**config.mk**
```make
export PLATFORM = sky130hd
export DESIGN_NAME = r2r_sar_adc
export DESIGN_NICKNAME = d
export VERILOG_FILES = /design/src/rtl/r2r_sar_pkg.sv /design/src/rtl/sar_avg_scale.sv /design/src/rtl/r2r_sar_adc.sv
export SDC_FILE = /design/constraint.sdc
export NUM_CORES = 1
export LEC_CHECK = 0
export ABC_CLOCK_PERIOD_IN_PS = 8000
export BUFFER_PORTS_ARGS = -buffer_cell sky130_fd_sc_hd__buf_2
export CORE_ASPECT_RATIO = 1.5
export CORE_UTILIZATION = 55
export CTS_CLUSTER_DIAMETER = 120
export DETAILED_ROUTE_END_ITERATION = 6
export PLACE_DENSITY_LB_ADDON = 0.1
export SLEW_MARGIN = 40
export SYNTH_ARGS = -nofsm -noshare
export SYNTH_HDL_FRONTEND = slang
export SYNTH_SLANG_ARGS = --single-unit
```
**constraint.sdc**
```tcl
create_clock -name clk -period 8 [get_ports clk]
set_input_delay 1.2 -clock clk [delete_from_list [all_inputs] [get_ports clk]]
set_output_delay 1.2 -clock clk [all_outputs]
set_load 0.03 [all_outputs]
```
**src/rtl/r2r_sar_pkg.sv**
```systemverilog
// Shared types and default constants for the R2R successive-approximation ADC.
package r2r_sar_pkg;

    typedef enum logic [1:0] {
        IDLE   = 2'd0,
        SETTLE = 2'd1,
        DECIDE = 2'd2,
        DONE   = 2'd3
    } sar_state_t;

    localparam int DEF_WIDTH          = 8;
    localparam int DEF_SETTLE_CYCLES  = 1000;
    localparam int DEF_AVG_LOG2       = 4;
    localparam int DEF_SCALING_FACTOR = 13252;
    localparam int DEF_SHIFT_FACTOR   = 10;

    // Width of the millivolt output.
    localparam int SCALED_W = 16;

endpackage

```
**src/rtl/sar_avg_scale.sv**
```systemverilog
// Block averager and millivolt scaler for completed SAR conversions.
// data/data_valid arrive in the DONE cycle, so ave_data lands on the same
// edge that publishes the raw result; the scaled value follows one edge later.
module sar_avg_scale
    import r2r_sar_pkg::*;
#(
    parameter int WIDTH          = DEF_WIDTH,
    parameter int AVG_LOG2       = DEF_AVG_LOG2,
    parameter int SCALING_FACTOR = DEF_SCALING_FACTOR,
    parameter int SHIFT_FACTOR   = DEF_SHIFT_FACTOR
) (
    input  logic                clk,
    input  logic                reset,
    input  logic                clear,
    input  logic [WIDTH-1:0]    data,
    input  logic                data_valid,
    output logic [WIDTH-1:0]    ave_data,
    output logic [SCALED_W-1:0] scaled_adc_data,
    output logic                scaled_valid
);

    localparam int ACC_W = WIDTH + AVG_LOG2;

    logic [ACC_W-1:0]    acc;
    logic [ACC_W-1:0]    acc_sum;
    logic [AVG_LOG2-1:0] n_samp;
    logic [1:0]          vld_pipe;   // [0]: ave_data updated, [1]: scaled updated
    logic [31:0]         product;
    logic [31:0]         shifted;
    logic [SCALED_W-1:0] scaled_sat;

    assign acc_sum    = acc + ACC_W'(data);
    assign product    = 32'(ave_data) * 32'(SCALING_FACTOR);
    assign shifted    = product >> SHIFT_FACTOR;
    assign scaled_sat = (shifted > 32'(16'hFFFF)) ? '1 : shifted[SCALED_W-1:0];

    assign scaled_valid = vld_pipe[1];

    // Accumulate samples; publish the truncated mean when a block completes.
    always_ff @(posedge clk or posedge reset) begin
        if (reset) begin
            acc         <= '0;
            n_samp      <= '0;
            ave_data    <= '0;
            vld_pipe[0] <= 1'b0;
        end else begin
            vld_pipe[0] <= 1'b0;
            if (clear) begin
                acc    <= '0;
                n_samp <= '0;
            end else if (data_valid) begin
                if (n_samp == '1) begin
                    ave_data    <= WIDTH'(acc_sum >> AVG_LOG2);
                    acc         <= '0;
                    n_samp      <= '0;
                    vld_pipe[0] <= 1'b1;
                end else begin
                    acc    <= acc_sum;
                    n_samp <= n_samp + 1'b1;
                end
            end
        end
    end

    // Registered multiply/shift with saturation, one edge behind ave_data.
    always_ff @(posedge clk or posedge reset) begin
        if (reset) begin
            scaled_adc_data <= '0;
            vld_pipe[1]     <= 1'b0;
        end else begin
            vld_pipe[1] <= vld_pipe[0];
            if (vld_pipe[0])
                scaled_adc_data <= scaled_sat;
        end
    end

endmodule

```
**src/rtl/r2r_sar_adc.sv**
```systemverilog
// SAR front end for the external R2R ladder: comparator synchronizer,
// binary-search FSM, trial register and per-bit settle counter.
module r2r_sar_adc
    import r2r_sar_pkg::*;
#(
    parameter int WIDTH          = DEF_WIDTH,
    parameter int SETTLE_CYCLES  = DEF_SETTLE_CYCLES,
    parameter int AVG_LOG2       = DEF_AVG_LOG2,
    parameter int SCALING_FACTOR = DEF_SCALING_FACTOR,
    parameter int SHIFT_FACTOR   = DEF_SHIFT_FACTOR
) (
    input  logic                clk,
    input  logic                reset,
    input  logic                enable,
    input  logic                comp_in,
    output logic [WIDTH-1:0]    r2r_out,
    output logic [WIDTH-1:0]    data,
    output logic                data_valid,
    output logic [WIDTH-1:0]    ave_data,
    output logic [SCALED_W-1:0] scaled_adc_data,
    output logic                scaled_valid
);

    localparam int CNT_W = (SETTLE_CYCLES > 1) ? $clog2(SETTLE_CYCLES) : 1;
    localparam int IDX_W = (WIDTH > 1) ? $clog2(WIDTH) : 1;
    localparam logic [CNT_W-1:0] CNT_LAST = CNT_W'(SETTLE_CYCLES - 1);

    sar_state_t       state, state_nxt;
    logic [1:0]       sync;
    logic             comp_s;
    logic [WIDTH-1:0] trial;
    logic [WIDTH-1:0] trial_dec;
    logic [IDX_W-1:0] idx;
    logic [CNT_W-1:0] cnt;
    logic             abort;
    logic             done;

    assign comp_s  = sync[1];
    // Ladder only sees the trial code while a bit is being tested.
    assign r2r_out = (state == SETTLE || state == DECIDE) ? trial : '0;

    // Two-flop synchronizer for the asynchronous comparator output.
    always_ff @(posedge clk or posedge reset) begin
        if (reset) sync <= '0;
        else       sync <= {sync[0], comp_in};
    end

    // FSM state register.
    always_ff @(posedge clk or posedge reset) begin
        if (reset) state <= IDLE;
        else       state <= state_nxt;
    end

    // Next-state logic; enable low mid-search aborts, DONE always completes.
    always_comb begin
        state_nxt = state;
        abort     = 1'b0;
        done      = 1'b0;
        case (state)
            IDLE:   if (enable) state_nxt = SETTLE;
            SETTLE: begin
                if (!enable) begin
                    abort     = 1'b1;
                    state_nxt = IDLE;
                end else if (cnt == CNT_LAST) begin
                    state_nxt = DECIDE;
                end
            end
            DECIDE: begin
                if (!enable) begin
                    abort     = 1'b1;
                    state_nxt = IDLE;
                end else if (idx == '0) begin
                    state_nxt = DONE;
                end else begin
                    state_nxt = SETTLE;
                end
            end
            DONE: begin
                done      = 1'b1;
                state_nxt = IDLE;
            end
            default: state_nxt = IDLE;
        endcase
    end

    // Trial update for the bit under test: drop it if Vin is below the
    // ladder, then raise the next lower bit for the following trial.
    always_comb begin
        trial_dec = trial;
        if (!comp_s)
            trial_dec[idx] = 1'b0;
        if (idx != '0)
            trial_dec[idx - 1'b1] = 1'b1;
    end

    // Trial register, bit index, settle counter and result publication.
    always_ff @(posedge clk or posedge reset) begin
        if (reset) begin
            trial      <= '0;
            idx        <= '0;
            cnt        <= '0;
            data       <= '0;
            data_valid <= 1'b0;
        end else begin
            data_valid <= done;
            if (done)
                data <= trial;
            case (state)
                IDLE: begin
                    if (enable) begin
                        trial <= {1'b1, {(WIDTH-1){1'b0}}};
                        idx   <= IDX_W'(WIDTH - 1);
                        cnt   <= '0;
                    end
                end
                SETTLE: cnt <= cnt + 1'b1;
                DECIDE: begin
                    if (enable) begin
                        trial <= trial_dec;
                        if (idx != '0) begin
                            idx <= idx - 1'b1;
                            cnt <= '0;
                        end
                    end
                end
                default: ;
            endcase
        end
    end

    sar_avg_scale #(
        .WIDTH          (WIDTH),
        .AVG_LOG2       (AVG_LOG2),
        .SCALING_FACTOR (SCALING_FACTOR),
        .SHIFT_FACTOR   (SHIFT_FACTOR)
    ) u_avg_scale (
        .clk             (clk),
        .reset           (reset),
        .clear           (abort),
        .data            (trial),
        .data_valid      (done),
        .ave_data        (ave_data),
        .scaled_adc_data (scaled_adc_data),
        .scaled_valid    (scaled_valid)
    );

endmodule

```
==> flow_metrics.tcl, run 1 <==
set metrics [dict create \
    ir_worst_vdd_v 0.000204 \
    vias 4014 \
    globalplace.congestion 0.837 \
    ys_types 61 \
    max_stage_delay_ns 0.57 \
    power_w 0.00112 \
    nNetsFinal 645 \
    cp.required_ns 8.22 \
    grt_pass1_vias 3917 \
    fin_crit_sh_pct 55.5 \
    yosys-top-cells-count "dfrtp_1 (72), inv_1 (54), ha_1 (53)" \
    start_kind "register" \
    hp-class "reg2reg" \
    slew_violations 0 \
    yosys.area.top_type_share_pct 34.8 \
    cts_hold_repair.buffers 0 \
    p_leak_nw 3.00 \
    die_area_um2 9810 \
    cts_made_buffers 9 \
    synth.most_common_cell "dfrtp_1" \
    worstSetupEndpointType "register" \
    fin_skew_ns 0.00516 \
    die_w_um 81.2 \
    place_ws_ns 3.58 \
    syn2layout_area_growth_pct 10.8 \
    grt_start_max_net_pins 73 \
    p_sw_w 0.000390 \
    ys_seq_area_share_pct 34.8 \
    dp_hpwl_um 8420 \
    p_comb_share_pct 25.8 \
    worstPathArrival_ns 4.66 \
    max_freq_mhz 225 \
    postSynthAreaPerCell_um2 9.68 \
    worstSkewPairLatency_ns 0.33 \
    final_core_util_pct 62.3 \
    setup_tns_ns 0 \
    grt_pass1_wl_um 18400 \
    reg2reg_depth 14 \
    slew-limit-headroom_pct 50.1 \
    crit-reg2reg-launch "u_avg_scale.ave_data[5]" \
    wl_per_cell_um 16.2 \
    outcome "finished clean" \
    core_area_um2 9200 \
    drcViolationCount 0 \
    n_fill_cell 806 \
    grt_overflow_total 0 \
    critPathCapture "u_avg_scale.scaled_adc_data[10]" \
    power_frac_clock_pct 36.5 \
    timing.rr.end "u_avg_scale.scaled_adc_data[10]" \
    drt-initial-drc-count 119 \
    synth_edf_count 0 \
    initial_core_util_pct 56.3 \
    period_minus_slack_ns 4.44 \
    viasPerCell 5.86 \
    std_cell_rows 43 \
    crit_family "adder cells" \
    postCtsSetupRepairBufs 0 \
    worstPathCellList "fa_1 -> inv_1 -> fa_1 -> inv_1 -> fa_1 -> inv_1 -> fa_1 -> inv_1 -> ha_1 -> o2111ai_1 -> nor2_1 -> o21ba_2 -> or4_1 -> a31o_1" \
    rsz0062_at_grt "no" \
    drive_above_1_share_pct 14.3 \
    grt_usage_pct 24.8 \
    cellPowerDensity_nw_per_um2 196 \
    io_pins 46 \
    setup_violations 0 \
    rrSetupSlack_ns 3.56 \
    postCtsResizedCells 0 \
    hold_viol 0 \
    ys_warn_count 0 \
    switching_share_pct 34.7 \
    ctsLongestPathBuffers 2 \
    yosysTopAreaCell "dfrtp_1" \
    internal-power_w 0.000735 \
    timing.final.ws_setup_ns 3.56 \
    tightestPinTransition_ns 0.749 \
    critPathLaunch "u_avg_scale.ave_data[5]" \
    crit_cells 14 \
    cap_violations 0 \
    clock-sinks 72 \
    cp_max_fo 7 \
    yosys_most_used_dff "dfrtp_1" \
    cts_root_buf "clkbuf_16" \
    ant_nets 0 \
    clk_transition_reported_paths_ns 0.06 \
    crit_type "reg2reg" \
    syn_area_um2 5180 \
    antenna_found_initial 0 \
    htree_levels 3 \
    synthCells 535 \
    crit_slowest_cell "fa_1" \
    die_h_um 121 \
    ys_seq_elements 72 \
    p_seq_share_pct 37.7 \
    io_buffers 41 \
    path_buf_inv 4 \
    async_flop_share_pct 100 \
    yosys-top-cells-area "dfrtp_1 (35%), ha_1 (13%), fa_1 (7.7%), inv_1 (3.9%), o21ai_0 (3.7%)" \
    routed_wirelength_um 11100 \
    n_antenna_cell 0 \
    cts_tree "yes" \
    firstDrtPassIters 4 \
]
-- cells by family (layout without fill, tap and decap cells) --
kind of cell               count (synthesis)  after routing  share of synthesized area, %
and+or+nand+nor                          144            144                          13.9
adders and majority gates                 73             73                          20.5
muxes                                     18             18                          3.82
xor gates and xnor gates                  21             21                          3.55
DFF                                       72             72                          34.8
other                                      1              4                        0.0724
AOI/OAI and AO/OA                        129            129                          17.1
buffers and inverters                     77            112                          6.24
-- registers in the layout (all words and copies together) (netlist names) --
signal and count:
state 2, idx 3, u_avg_scale.scaled_adc_data 12, trial 8, data_valid 1, u_avg_scale.acc 12
u_avg_scale.n_samp 4, data 8, u_avg_scale.ave_data 8, cnt 10, u_avg_scale.scaled_valid 1, sync 2
u_avg_scale.vld_pipe 1
-- cells in the final DEF, fill, tap and decap left out, drive strengths merged, types with 3 or more instances in the layout --
cell type / n
a211oi: 6
a21o: 7
a21oi: 25
a22o: 9
a31oi: 5
a41oi: 3
and2: 10
and3: 3
buf: 42
clkbuf: 10
conb: 4
dfrtp: 72
fa: 20
ha: 53
inv: 55
mux2: 14
mux2i: 4
nand2: 39
nand2b: 5
nand3: 17
nand4: 7
nor2: 27
nor2b: 6
nor3: 13
o211ai: 3
o21ai: 38
o21bai: 4
o31ai: 7
o41ai: 3
or3: 7
xnor2: 15
xor2: 6
-- cell type report --
cell class              count  area (um2)  share of cell area (%)
clock buffers              10         239                    4.17
clock inverters             6        67.6                    1.18
inverters                  54         203                    3.54
multi-input cells         389        3070                    53.5
flip-flops and latches     72        1800                    31.4
well taps                 112         140                    2.44
repair buffers             42         216                    3.78
-- per-layer routing --
layer	wire (um)	vias up	track usage (%)
met4	188	0	10.9
met3	263	13	3.25
met1	4370	1980	26.3
met2	6250	69	46.8
li1	-	1952	-
met5	0	-	0
-- power groups by stage --
stage | clock (W) | combinational, W | sequential, W
6_report | 0.000411 | 0.000290 | 0.000424
5_1_grt | 0.000436 | 0.000318 | 0.000429
4_1_cts | 0.000420 | 0.000291 | 0.000424
3_5_place_dp | 0 | 0.000288 | 0.000430
3_3_place_gp | 0 | 0.000282 | 0.000429
2_1_floorplan | 0 | 0.000210 | 0.000433
-- how the worst min path moves through the flow --
| stage | start | endpoint | cells past startpoint |
|---|---|---|---|
| after floorplan | sync[0] | sync[1] | 0 |
| after global placement | sync[0] | sync[1] | 0 |
| after detailed placement | sync[0] | sync[1] | 0 |
| after CTS | sync[0] | sync[1] | 0 |
| after global routing | sync[0] | sync[1] | 0 |
| final | sync[0] | sync[1] | 0 |
-- through the flow --
stage / cells / hold WS, ns / instance area (um2)
6_report: 685 / 0.353 / 5730
5_1_grt: 685 / 0.355 / 5730
4_1_cts: 685 / 0.354 / 5730
3_5_place_dp: 669 / 0.341 / 5430
3_3_place_gp: 669 / 0.345 / 5420
2_1_floorplan: 538 / 0.331 / 5190
-- worst register-to-register path, cell delays in order, from the launching register on --
cell and delay, ns:
dfrtp_1 0.49, fa_1 0.57, inv_1 0.07, fa_1 0.49, inv_1 0.05, fa_1 0.49
inv_1 0.05, fa_1 0.52, inv_1 0.04, ha_1 0.37, o2111ai_1 0.20, nor2_1 0.08
o21ba_2 0.21, or4_1 0.47, a31o_1 0.22
Power figures use the tool's default switching activity.
==> run 2: changes to the inputs <==
--- a/config.mk
+++ b/config.mk
@@ -5,7 +5,7 @@
 export SDC_FILE = /design/constraint.sdc
 export NUM_CORES = 1
 export LEC_CHECK = 0
-export ABC_CLOCK_PERIOD_IN_PS = 8000
+export ABC_CLOCK_PERIOD_IN_PS = 4200
 export BUFFER_PORTS_ARGS = -buffer_cell sky130_fd_sc_hd__buf_2
 export CORE_ASPECT_RATIO = 1.5
 export CORE_UTILIZATION = 55
==> constraint.sdc (replaced) <==
create_clock -name clk -period 4.2 [get_ports clk]
set_input_delay 0.63 -clock clk [delete_from_list [all_inputs] [get_ports clk]]
set_output_delay 0.63 -clock clk [all_outputs]
set_load 0.03 [all_outputs]
==> run 2 against run 1 <==
  * Global-route usage rose by 0.067 points
  * Worst setup slack got worse by 3.5 ns
  * Flip-flop and latch count did not move
  * Die area did not move
  * Sequential share of layout area fell by 0.98 points
  * Largest power group is now the clock network
==> flow_metrics.tcl, run 2 (synthesized netlist as in run 1, its figures left out) <==
set metrics [dict create \
    die_area_um2 9810 \
    worstSetupEndpointType "register" \
    p_leak_nw 3.05 \
    seq_area_um2 1810 \
    worstSkewPairLatency_ns 0.34 \
    p_comb_share_pct 25.3 \
    grt_usage_pct 24.8 \
    grt_pass1_vias 3956 \
    htree_levels 3 \
    cellPowerDensity_nw_per_um2 369 \
    crit_top_cell "fa_1" \
    firstDrtPassIters 4 \
    p_seq_share_pct 37.0 \
    antenna_found_initial 0 \
    rsz0062_at_grt "yes" \
    crit_family "adder cells" \
    internal-power_w 0.00144 \
    cap_violations 0 \
    timing.final.ws_setup_ns 0.0954 \
    vias 4034 \
    fin_skew_ns 0.00497 \
    drive_above_1_share_pct 18.7 \
    p_sw_w 0.000745 \
    max_stage_delay_ns 0.55 \
    clock-sinks 72 \
    grt_pass1_wl_um 18300 \
    crit_type "reg2reg" \
    setup_tns_ns 0 \
    cts_root_buf "clkbuf_16" \
    cp_max_fo 4 \
    post-place-cells 678 \
    tightestPinTransition_ns 0.765 \
    initial_core_util_pct 56.3 \
    ctsLongestPathBuffers 2 \
    max_freq_mhz 244 \
    clk_transition_reported_paths_ns 0.06 \
    fin_crit_sh_pct 97.7 \
    rrSetupSlack_ns 0.1 \
    crit-reg2reg-launch "u_avg_scale.ave_data[7]" \
    hold_viol 0 \
    path_buf_inv 4 \
    power_frac_clock_pct 37.6 \
    drt-initial-drc-count 157 \
    setup_violations 0 \
    slew-limit-headroom_pct 49.0 \
    globalplace.congestion 0.889 \
    wl_per_cell_um 15.8 \
    worstPathArrival_ns 4.34 \
    fin_cells 696 \
    cts_tree "yes" \
    viasPerCell 5.80 \
    core_area_um2 9200 \
    multi_input_area_um2 3160 \
    io_pins 46 \
    final_common_cell "dfrtp_1" \
    slew_violations 0 \
    nNetsFinal 656 \
    drcViolationCount 0 \
    start_kind "register" \
    n_antenna_cell 0 \
    crit_slowest_cell "fa_1" \
    dp_hpwl_um 8460 \
    die_w_um 81.2 \
    die_h_um 121 \
    crit_cells 14 \
    hp-class "in2async" \
    outcome "finished clean" \
    routed_wirelength_um 11000 \
    n_fill_cell 759 \
    critPathLaunch "u_avg_scale.ave_data[7]" \
    reg2reg_depth 14 \
    io_buffers 41 \
    cts_made_buffers 9 \
    std_cell_rows 43 \
    critPathCapture "u_avg_scale.scaled_adc_data[10]" \
    cp.required_ns 4.43 \
    syn2layout_area_growth_pct 14.6 \
    ant_nets 0 \
    place_ws_ns -0.0133 \
    period_minus_slack_ns 4.10 \
    ir_worst_vdd_v 0.000399 \
    switching_share_pct 34.1 \
    worstPathCellList "fa_1 -> inv_2 -> fa_1 -> inv_1 -> fa_1 -> inv_2 -> fa_1 -> inv_2 -> ha_4 -> a21oi_4 -> nand2_4 -> o21ba_4 -> or4_1 -> a31o_1" \
    grt_start_max_net_pins 42 \
    timing.rr.end "u_avg_scale.scaled_adc_data[10]" \
    final_cell_mix "dfrtp_1 (69), inv_1 (50), ha_1 (50), buf_2 (41)" \
    grt_overflow_total 0 \
    top_regs "u_avg_scale.acc (12), u_avg_scale.scaled_adc_data (12), cnt (10)" \
]
## run 2: cell count changes in the layout (fill, tap and decap cells not counted), sizes merged
cell | before | now
clkbuf | 10 | 9
bufinv | 1 | 2
buf | 42 | 53
clkinvlp | 2 | 1
clkinv | 2 | 3
## run 2: per-layer routing
layer / vias to the layer above / part of all wire, % / routed length [um] / track usage [%]
li1: 1965 / - / - / -
met1: 1964 / 39 / 4240 / 26.4
met2: 81 / 56 / 6140 / 46.3
met3: 24 / 2.3 / 248 / 2.57
met4: 0 / 3.2 / 347 / 13.2
met5: - / 0 / 0 / 0
## run 2: power by group through the flow
| stage | Clock, W | Sequential, W | Combinational, W |
|---|---|---|---|
| final | 0.000823 | 0.000810 | 0.000554 |
| after floorplan | 0 | 0.000825 | 0.000400 |
| after global placement | 0 | 0.000817 | 0.000538 |
| after CTS | 0.000836 | 0.000808 | 0.000557 |
| after detailed placement | 0 | 0.000819 | 0.000556 |
| after global routing | 0.000863 | 0.000817 | 0.000617 |
## run 2: metrics by stage
step | cell area (um2) | util (%) | hold slack (ns) | total power, W
floorplan | 5200 | - | 0.331 | 0.00122
global placement | 5500 | 59.8 | 0.345 | 0.00136
detailed placement | 5510 | 59.9 | 0.336 | 0.00137
CTS | 5830 | 63.4 | 0.356 | 0.00220
global route | 5930 | 64.5 | 0.364 | 0.00230
finish | 5930 | 64.5 | 0.336 | 0.00219
## run 2: area by class of cell
| type | instances | area share [%] |
|---|---|---|
| inverter | 54 | 3.46 |
| sequential | 72 | 30.4 |
| clock inverter | 7 | 1.60 |
| tap | 112 | 2.36 |
| clock buffer | 9 | 3.80 |
| timing repair buffer | 53 | 4.98 |
| multi-input combinational | 389 | 53.4 |
## run 2: worst min path at each step
stage,start,cells after the start,endpoint,slack [ns]
detailed placement,sync[0],0,sync[1],0.34
CTS,reset,2,data[5],0.36
global placement,sync[0],0,sync[1],0.34
finish,reset,2,data[5],0.34
floorplan,sync[0],0,sync[1],0.33
global route,sync[0],0,sync[1],0.36
## run 2: what timing repair did
action	4_1_cts	5_1_grt
hold buffers	0	0
buffers inserted	0	2
cloned	0	0
pin swaps	0	8
gates resized for setup	1	18
endpoints found under the setup margin	1	5
## run 2: worst reg2reg max path: cells and delay by family (launching register included)
kind	cells	cell delay, ns
compound gates	3	0.62
fa+ha+maj	5	2.23
buf+inv	4	0.19
flops	1	0.41
simple gates	2	0.55
